## config.mk

```make
export PLATFORM = sky130hd
export DESIGN_NAME = alu_issue_seq
export DESIGN_NICKNAME = d
export VERILOG_FILES = /design/src/rtl/alu_defs_pkg.sv /design/src/rtl/alu_issue_decode.sv /design/src/rtl/alu_issue_seq.sv
export SDC_FILE = /design/constraint.sdc
export NUM_CORES = 1
export LEC_CHECK = 0
export ABC_CLOCK_PERIOD_IN_PS = 4900
export CORE_ASPECT_RATIO = 0.6
export CORE_MARGIN = 3
export CORE_UTILIZATION = 46
export CTS_CLUSTER_SIZE = 24
export DETAILED_ROUTE_END_ITERATION = 7
export GPL_TIMING_DRIVEN = 0
export PLACE_DENSITY = 0.86
export RECOVER_POWER = 100
export SLEW_MARGIN = 5
export SYNTH_ARGS = -nofsm -noshare
export SYNTH_HDL_FRONTEND = slang
export SYNTH_SLANG_ARGS = --single-unit
export TNS_END_PERCENT = 20
```

## constraint.sdc

```tcl
create_clock -name clk -period 4.9 [get_ports clk]
set_input_delay 0.49 -clock clk [delete_from_list [all_inputs] [get_ports clk]]
set_output_delay 0.49 -clock clk [all_outputs]
set_load 0.01 [all_outputs]
```

## src/rtl/alu_defs_pkg.sv

```systemverilog
// Shared definitions for the ALU issue sequencer: opcodes, functs, ALUOp codes, FSM states.
package alu_defs_pkg;

    // Major opcodes (instr[31:26])
    localparam logic [5:0] OPC_RTYPE = 6'b000000;
    localparam logic [5:0] OPC_ADDI  = 6'b001000;
    localparam logic [5:0] OPC_LW    = 6'b100011;
    localparam logic [5:0] OPC_SW    = 6'b101011;
    localparam logic [5:0] OPC_BEQ   = 6'b000100;

    // R-type function codes (instr[5:0])
    localparam logic [5:0] FN_ADD = 6'b100000;
    localparam logic [5:0] FN_SUB = 6'b100010;
    localparam logic [5:0] FN_MUL = 6'b011000;
    localparam logic [5:0] FN_DIV = 6'b011010;
    localparam logic [5:0] FN_SLL = 6'b000000;
    localparam logic [5:0] FN_SRL = 6'b000010;
    localparam logic [5:0] FN_OR  = 6'b100101;
    localparam logic [5:0] FN_AND = 6'b100100;
    localparam logic [5:0] FN_NOR = 6'b100111;
    localparam logic [5:0] FN_XOR = 6'b100110;

    // ALUOp codes seen by the ALU
    localparam logic [1:0] ALUOP_ADD   = 2'b00;
    localparam logic [1:0] ALUOP_SUB   = 2'b01;
    localparam logic [1:0] ALUOP_FUNCT = 2'b10;

    // Sequencer states
    typedef enum logic [1:0] {
        ST_IDLE = 2'd0,
        ST_HOLD = 2'd1,
        ST_DONE = 2'd2
    } state_t;

    // True for function codes the ALU implements
    function automatic logic funct_legal(input logic [5:0] f);
        logic ok;
        case (f)
            FN_ADD, FN_SUB, FN_MUL, FN_DIV, FN_SLL,
            FN_SRL, FN_OR, FN_AND, FN_NOR, FN_XOR: ok = 1'b1;
            default:                               ok = 1'b0;
        endcase
        return ok;
    endfunction

endpackage

```

## src/rtl/alu_issue_decode.sv

```systemverilog
// Combinational decode of one MIPS instruction into ALU controls and writeback info.
module alu_issue_decode
    import alu_defs_pkg::*;
#(
    parameter int DATA_W = 16
) (
    input  logic [31:0]       instr,
    input  logic [DATA_W-1:0] rs_val,
    input  logic [DATA_W-1:0] rt_val,
    output logic [DATA_W-1:0] a,
    output logic [DATA_W-1:0] b,
    output logic [4:0]        shamt,
    output logic [5:0]        funct,
    output logic [1:0]        op,
    output logic [4:0]        dest,
    output logic              wr_en,
    output logic              is_muldiv,
    output logic              is_beq,
    output logic              err
);

    logic [5:0]        opcode_s;
    logic [5:0]        fn_s;
    logic [DATA_W-1:0] imm_sext_s;
    logic              unused_rs_idx_s;

    assign opcode_s   = instr[31:26];
    assign fn_s       = instr[5:0];
    // Immediate sign-extended to the operand width (DATA_W >= 16)
    assign imm_sext_s = DATA_W'(signed'(instr[15:0]));
    // Register numbers are resolved upstream; the rs index is not needed here
    assign unused_rs_idx_s = ^instr[25:21];

    // Opcode/funct decode with error classification
    always_comb begin
        a         = rs_val;
        b         = rt_val;
        shamt     = 5'd0;
        funct     = 6'd0;
        op        = ALUOP_ADD;
        dest      = 5'd0;
        wr_en     = 1'b0;
        is_muldiv = 1'b0;
        is_beq    = 1'b0;
        err       = 1'b0;
        case (opcode_s)
            OPC_RTYPE: begin
                op        = ALUOP_FUNCT;
                funct     = fn_s;
                shamt     = instr[10:6];
                dest      = instr[15:11];
                is_muldiv = (fn_s == FN_MUL) || (fn_s == FN_DIV);
                if (!funct_legal(fn_s)) begin
                    err = 1'b1;
                end else if ((fn_s == FN_DIV) && (rt_val == '0)) begin
                    err = 1'b1;
                end else begin
                    err = 1'b0;
                end
                wr_en = ~err;
            end
            OPC_ADDI, OPC_LW: begin
                b     = imm_sext_s;
                dest  = instr[20:16];
                wr_en = 1'b1;
            end
            OPC_SW: begin
                b = imm_sext_s;
            end
            OPC_BEQ: begin
                op     = ALUOP_SUB;
                is_beq = 1'b1;
            end
            default: begin
                err = 1'b1;
            end
        endcase
    end

endmodule

```

## src/rtl/alu_issue_seq.sv

```systemverilog
// ALU issue sequencer: accepts an instruction, holds ALU inputs for a settle time,
// captures the ALU result and presents it with a valid/ready handshake.
module alu_issue_seq
    import alu_defs_pkg::*;
#(
    parameter int DATA_W        = 16,
    parameter int SETTLE_CYCLES = 1,
    parameter int MULDIV_CYCLES = 4
) (
    input  logic              clk,
    input  logic              reset,
    input  logic              in_valid,
    output logic              in_ready,
    input  logic [31:0]       instr,
    input  logic [DATA_W-1:0] rs_val,
    input  logic [DATA_W-1:0] rt_val,
    output logic [DATA_W-1:0] alu_a,
    output logic [DATA_W-1:0] alu_b,
    output logic [4:0]        alu_shamt,
    output logic [5:0]        alu_funct,
    output logic [1:0]        alu_op,
    input  logic [31:0]       alu_out,
    input  logic              alu_zero,
    output logic              out_valid,
    input  logic              out_ready,
    output logic [31:0]       out_result,
    output logic              out_zero,
    output logic [4:0]        out_dest,
    output logic              out_wr_en,
    output logic              out_branch,
    output logic              out_err
);

    localparam int MAX_HOLD = (SETTLE_CYCLES > MULDIV_CYCLES) ? SETTLE_CYCLES : MULDIV_CYCLES;
    localparam int CNT_W    = $clog2(MAX_HOLD) + 1;

    state_t state_r, state_s;

    logic [DATA_W-1:0] dec_a_s, dec_b_s;
    logic [4:0]        dec_shamt_s, dec_dest_s;
    logic [5:0]        dec_funct_s;
    logic [1:0]        dec_op_s;
    logic              dec_wr_en_s, dec_muldiv_s, dec_beq_s, dec_err_s;
    logic              accept_s;

    logic [CNT_W-1:0]  cnt_r;
    logic [DATA_W-1:0] alu_a_r, alu_b_r;
    logic [4:0]        alu_shamt_r;
    logic [5:0]        alu_funct_r;
    logic [1:0]        alu_op_r;
    logic [4:0]        pend_dest_r;
    logic              pend_wr_en_r, pend_beq_r;
    logic [31:0]       out_result_r;
    logic              out_zero_r, out_wr_en_r, out_branch_r, out_err_r;
    logic [4:0]        out_dest_r;

    alu_issue_decode #(.DATA_W(DATA_W)) u_decode (
        .instr     (instr),
        .rs_val    (rs_val),
        .rt_val    (rt_val),
        .a         (dec_a_s),
        .b         (dec_b_s),
        .shamt     (dec_shamt_s),
        .funct     (dec_funct_s),
        .op        (dec_op_s),
        .dest      (dec_dest_s),
        .wr_en     (dec_wr_en_s),
        .is_muldiv (dec_muldiv_s),
        .is_beq    (dec_beq_s),
        .err       (dec_err_s)
    );

    assign accept_s = in_valid && (state_r == ST_IDLE);

    // State register
    always_ff @(posedge clk) begin
        if (reset) begin
            state_r <= ST_IDLE;
        end else begin
            state_r <= state_s;
        end
    end

    // Next-state logic; illegal instructions skip the hold phase
    always_comb begin
        state_s = state_r;
        case (state_r)
            ST_IDLE: begin
                if (in_valid) begin
                    state_s = dec_err_s ? ST_DONE : ST_HOLD;
                end else begin
                    state_s = ST_IDLE;
                end
            end
            ST_HOLD: begin
                if (cnt_r == CNT_W'(1)) begin
                    state_s = ST_DONE;
                end else begin
                    state_s = ST_HOLD;
                end
            end
            ST_DONE: begin
                if (out_ready) begin
                    state_s = ST_IDLE;
                end else begin
                    state_s = ST_DONE;
                end
            end
            default: state_s = ST_IDLE;
        endcase
    end

    // ALU input registers, hold counter and result capture
    always_ff @(posedge clk) begin
        if (reset) begin
            cnt_r        <= '0;
            alu_a_r      <= '0;
            alu_b_r      <= '0;
            alu_shamt_r  <= 5'd0;
            alu_funct_r  <= 6'd0;
            alu_op_r     <= 2'd0;
            pend_dest_r  <= 5'd0;
            pend_wr_en_r <= 1'b0;
            pend_beq_r   <= 1'b0;
            out_result_r <= 32'd0;
            out_zero_r   <= 1'b0;
            out_dest_r   <= 5'd0;
            out_wr_en_r  <= 1'b0;
            out_branch_r <= 1'b0;
            out_err_r    <= 1'b0;
        end else begin
            case (state_r)
                ST_IDLE: begin
                    if (accept_s && dec_err_s) begin
                        // ALU inputs keep their previous values on an error
                        out_result_r <= 32'd0;
                        out_zero_r   <= 1'b0;
                        out_dest_r   <= 5'd0;
                        out_wr_en_r  <= 1'b0;
                        out_branch_r <= 1'b0;
                        out_err_r    <= 1'b1;
                    end else if (accept_s) begin
                        alu_a_r      <= dec_a_s;
                        alu_b_r      <= dec_b_s;
                        alu_shamt_r  <= dec_shamt_s;
                        alu_funct_r  <= dec_funct_s;
                        alu_op_r     <= dec_op_s;
                        pend_dest_r  <= dec_dest_s;
                        pend_wr_en_r <= dec_wr_en_s;
                        pend_beq_r   <= dec_beq_s;
                        cnt_r        <= dec_muldiv_s ? CNT_W'(MULDIV_CYCLES) : CNT_W'(SETTLE_CYCLES);
                    end
                end
                ST_HOLD: begin
                    if (cnt_r == CNT_W'(1)) begin
                        out_result_r <= alu_out;
                        out_zero_r   <= alu_zero;
                        out_dest_r   <= pend_dest_r;
                        out_wr_en_r  <= pend_wr_en_r;
                        out_branch_r <= pend_beq_r & alu_zero;
                        out_err_r    <= 1'b0;
                    end else begin
                        cnt_r <= cnt_r - CNT_W'(1);
                    end
                end
                ST_DONE: begin
                    cnt_r <= cnt_r;
                end
                default: begin
                    cnt_r <= '0;
                end
            endcase
        end
    end

    assign in_ready   = (state_r == ST_IDLE);
    assign out_valid  = (state_r == ST_DONE);
    assign alu_a      = alu_a_r;
    assign alu_b      = alu_b_r;
    assign alu_shamt  = alu_shamt_r;
    assign alu_funct  = alu_funct_r;
    assign alu_op     = alu_op_r;
    assign out_result = out_result_r;
    assign out_zero   = out_zero_r;
    assign out_dest   = out_dest_r;
    assign out_wr_en  = out_wr_en_r;
    assign out_branch = out_branch_r;
    assign out_err    = out_err_r;

endmodule

```

Yosys cells after proc, flatten, opt, wreduce, memory -nomap -nowiden --
Index checks and enable logic that the tools add are counted.
Cells by class: muxes and demuxes 40, bitwise operators 4, add/subtract/negate cells 1, reduce and logical (&&, ||, !) cells 16, equality and inequality tests 21
Operators with widths (number):
- $mux W32 | 2
- $pmux W32 S2 | 1
- $eq A6 B6 Y1 const B | 8
- $pmux W5 S2 | 2
- $logic_not A16 Y1 | 1
- $mux W16 | 1
- $mux W5 | 3
- $mux W1 | 13
- $eq A6 B5 Y1 const B | 2
- $logic_not A6 Y1 | 2
- $mux W3 | 4
- $pmux W1 S2 | 6
- $reduce_or A10 Y1 | 1
- $pmux W3 S3 | 1
- $mux W2 | 4
- $eq A6 B2 Y1 const B | 1
- $eq A6 B3 Y1 const B | 1
- $eq A6 B4 Y1 const B | 1
- $mux W6 | 1
- $ne A2 B2 Y1 const B | 3
- $pmux W2 S3 | 1
- $reduce_and A3 Y1 | 2
- $ne A2 B1 Y1 const B | 2
- $pmux W2 S2 | 1
- other kinds (14) | 18
Word-level totals: register bits 98

Longest topological paths before layout --
depth in word-level cells 10, mapped depth 9, mapped depth without buffers 7

By module --
Synthesis repeated with hierarchy kept, for this count alone.
Second synthesis, totals: cells, all modules 525, area, all modules 4544.4 um^2
By module, submodules not included:
- alu_issue_seq | times used 1, area each 3937.5 um^2, cells an instance 447
- alu_issue_decode | times used 1, area each 606.8 um^2, cells an instance 78

Worst setup path after synthesis --
No wires, ideal clock.
kind input -> register, from in rt_val[5], to reg alu_b_r[0] (netlist: alu_b[0]), path buffers 2, cell stages on the path 8, arrival time 1907 ps, setup time 146 ps, path slack 2847 ps, data required time 4754 ps, path through nor4b_1 > nand3_1 > or3_4 > a21o_1 > buf_4 > buf_4 > a21oi_1 > a211oi_2
Between the ends: longest elaborated chain between the ends 9
Ends and longest elaborated chain:
- start, declared | line alu_issue_seq.sv:16 | input logic [DATA_W-1:0] rt_val,
- $logic_not A16 Y1 | line alu_issue_decode.sv:55 | end else if ((fn_s == FN_DIV) && (rt_val == '0)) begin
- $logic_and A1 B1 Y1 | line alu_issue_decode.sv:55
- $mux W1 | line alu_issue_decode.sv:55
- $mux W1 | line alu_issue_decode.sv:53 | if (!funct_legal(fn_s)) begin
- $mux W1 | line alu_issue_decode.sv:46 | case (opcode_s)
- $pmux W1 S2 | line alu_issue_decode.sv:46
- $logic_and A1 B1 Y1 | line alu_issue_seq.sv:134 | if (accept_s && dec_err_s) begin
- $not A1 Y1 (no line)
- $reduce_and A3 Y1 (no line)
- end signal, assigned | line alu_issue_seq.sv:144 | alu_b_r <= dec_b_s;
- end, declared | line alu_issue_seq.sv:47 | logic [DATA_W-1:0] alu_a_r, alu_b_r;
No other way between the ends. The select of a mux whose other input is x is not followed. A chain may end at the register's enable or synchronous reset.

Final worst setup path --
from in instr[26], to reg alu_b_r[9] (netlist: alu_b[9])
Between the ends: longest elaborated chain between the ends 6
Ends and longest elaborated chain:
- start, declared | line alu_issue_seq.sv:14 | input logic [31:0] instr,
- $eq A6 B4 Y1, or another cell as far along | line alu_issue_decode.sv:46
- $reduce_or A4 Y1 (no line)
- $pmux W1 S2 | line alu_issue_decode.sv:46
- $logic_and A1 B1 Y1 | line alu_issue_seq.sv:134
- $not A1 Y1 (no line)
- $reduce_and A3 Y1 (no line)
Several ways; a longest one is shown, not always the timed one.

==> results.cfg <==
[synthesis]
seq_area_frac_synth = 0.439
async_flop_share = 0
syn_nets = 589
syn_area_mm2 = 0.00447
synth_edf_count = 0
ys_warn_count = 0
netlist_instances = 486
synth_cell_types = 47
synth-main-ff-cell = dfxtp_1
ys_ff_latch = 98
synth.avg_cell_area_um2 = 9.19

[pwr]
power_frac_seq = 0.474
power_frac_comb = 0.142
pwr-share-clk = 0.383
switching_share = 0.252
total_power_uw = 1710
p_leak_uw = 0.00279
p_sw_uw = 431
irDropWorstVdd_mv = 0.146
internal_power_uw = 1280
power.density_mw_per_mm2 = 261

[clocking]
cts_resized = 0
insertion_delay_ns = 0.34
post-cts-setup-buffers = 0
clockBufferDepth = 2
ctsHtreeMaxLevel = 3
root_buffer = clkbuf_16
cts_sinks = 98
cts_tree = built
cts_hold_buf = 0
clk_pin_slew_ns = 0.06
cts_buffers = 9

[floorplan]
coreArea_mm2 = 0.00932
rows = 27
die_area_mm2 = 0.0110
die_width_um = 133
io_pins = 189
die_height_um = 82.3
start_util = 0.479

[placed_design]
place_area_mm2 = 0.00646
gp_congestion = 0.858
dp_hpwl_um = 11700
port_buffers = 183

[status]
status = completed

[layout]
fin_util = 0.702
drive_gt1_frac = 0.0409
final_cell_mix = dfxtp_1 (98), clkdlybuf4s50_1 (92), dlygate4sd3_1 (91), nand3_1 (59), mux2i_1 (57)
final_nets = 783
final_common_cell = dfxtp_1
final_design_area_no_fill_mm2 = 0.00655
n_antenna_cell = 0
syn_to_final_growth_pct = 46.6
nFillCells = 771

[setup_path]
cp_slowest_stage_delay_ns = 0.73
r2r_slack_ns = 2.33
endpoint_kind = register
cp_cell_sequence = dlygate4sd3_1 -> nor4_1 -> nand2_1 -> a31oi_1 -> a21oi_1 -> clkbuf_1 -> nor2_1 -> buf_6 -> a211oi_1
critPathKind = in2reg
cp_top_family = simple AND/OR/NAND/NOR gates
worstPathMaxFanout = 10
r2r-start = state_r[0]
rr_endpoint = out_result[8]
worstPathArrival_ns = 3.42
crit_slowest_cell = nor2_1
reg2reg_depth = 8
crit_required_ns = 5.10
critPathLaunchType = input pin
critPathBufInv = 3

[timing]
fmaxAchievable_mhz = 310
max-slew-margin-rel = 0.428
finalSetupViolCount = 0
finalCritPeriodShare = 0.658
finalSetupTns_ns = 0
drv_slew = 0
fin_crit_ns = 3.22
tightest_slew_ns = 0.856
rsz0062_at_grt = false
clock-skew-final_ns = 0.00517
hold_viol = 0

[global_route]
grt.total_usage = 0.268
grt_pass1_wl_um = 23400
grt_max_degree = 16
antenna_found_initial = 0
grt.overflow.total = 0
grt_pass1_vias = 4617

[flow_run]
max-cap-violations = 0

[drt]
drt_wl_total_um = 15400
drtPass1Iterations = 5
vias = 4633
drtIter0Drc = 451
via_per_inst = 5.68
drc = 0
ant_nets = 0
avgRoutedWirePerCell_um = 18.9

[min_path]
hold_class = reg2reg
holdPathEnd = out_result[6]
hold_depth = 2
holdCritStartpoint = out_result[6]
[area by class of cell]
class | count | area (µm²) | area share
tap | 130 | 163 | 0.0248
clock buffer | 11 | 243 | 0.0371
clock inverter | 5 | 30.0 | 0.00458
multi-input combinational | 338 | 2110 | 0.322
sequential | 98 | 1960 | 0.300
buffer | 46 | 195 | 0.0298
inverter | 4 | 15.0 | 0.00229
timing repair buffer | 183 | 1830 | 0.280
[Yosys cell counts, drive strengths merged, types with 3 or more instances]
library cell,n,area [µm²]
or3,3,23.8
a22oi,5,37.5
mux2i,57,571
nor2b,3,18.8
a41o,5,50.1
o211a,5,50.1
nand2,56,210
a211oi,21,248
inv,4,15.0
nor4,4,31.3
a21oi,51,270
or2,3,18.8
nand4,4,25.0
nand3,59,295
dfxtp,98,1960
nor2,13,75.1
buf,20,140
o21ai,26,130
clkbuf,26,97.6
[tightest hold or removal path, cell delays in order, from the launching register on]
cell	delay, ns
dfxtp_1	0.31
nand2_1	0.05
mux2i_1	0.06
[cell families (layout without fill, tap and decap cells)]
group                      after synthesis  count (layout)  share of synthesized area
DFF                                     98              98                      0.439
buffers and inverters                   50             249                     0.0566
muxes                                   58              58                      0.130
and+or+nand+nor                        157             157                      0.176
adders and majority gates                2               2                    0.00560
AOI/OAI and AO/OA                      121             121                      0.192
[power groups by stage]
stage	logic, µW	registers (µW)	clock network [µW]
detailed placement	254	830	0
finish	243	812	656
global route	260	813	697
floorplan	115	832	0
global placement	248	830	0
CTS	256	812	661
[metal layers]
layer | track usage | part of all wire | up-vias
li1 | - | - | 2142
met3 | 0.0835 | 0.086 | 19
met4 | 0.0606 | 0.012 | 0
met1 | 0.348 | 0.45 | 2252
met5 | 0 | 0 | -
met2 | 0.445 | 0.46 | 220
[metrics by stage]
stage                     setup WS [ns]  cells  hold slack [ns]
after floorplan                    2.85    486            0.438
after CTS                          2.45    815            0.467
final                              1.68    815            0.461
after global routing               1.46    815            0.488
after global placement             2.09    799            0.444
after detailed placement           2.11    799            0.451
[sequential cells by signal, indices dropped and copies added, names as in the netlist, 2 cells and up]
name and cells:
state_r 2, cnt_r 3, out_dest 5, out_result 32, alu_shamt 5, alu_a 16, alu_b 16, alu_funct 6
pend_dest_r 5, alu_op 2
[worst max-delay path by stage]
stage,slack (ns),start,depth (start not counted),endpoint
5_1_grt,1.46,instr[26],8,out_result[8]
3_5_place_dp,2.11,instr[0],8,alu_a[14]
2_1_floorplan,2.85,rt_val[5],8,alu_b[0]
6_report,1.68,instr[26],9,alu_b[9]
4_1_cts,2.45,instr[1],9,alu_b[0]
3_3_place_gp,2.09,instr[1],9,alu_b[7]
No activity file was read; power rests on OpenSTA's default activity.
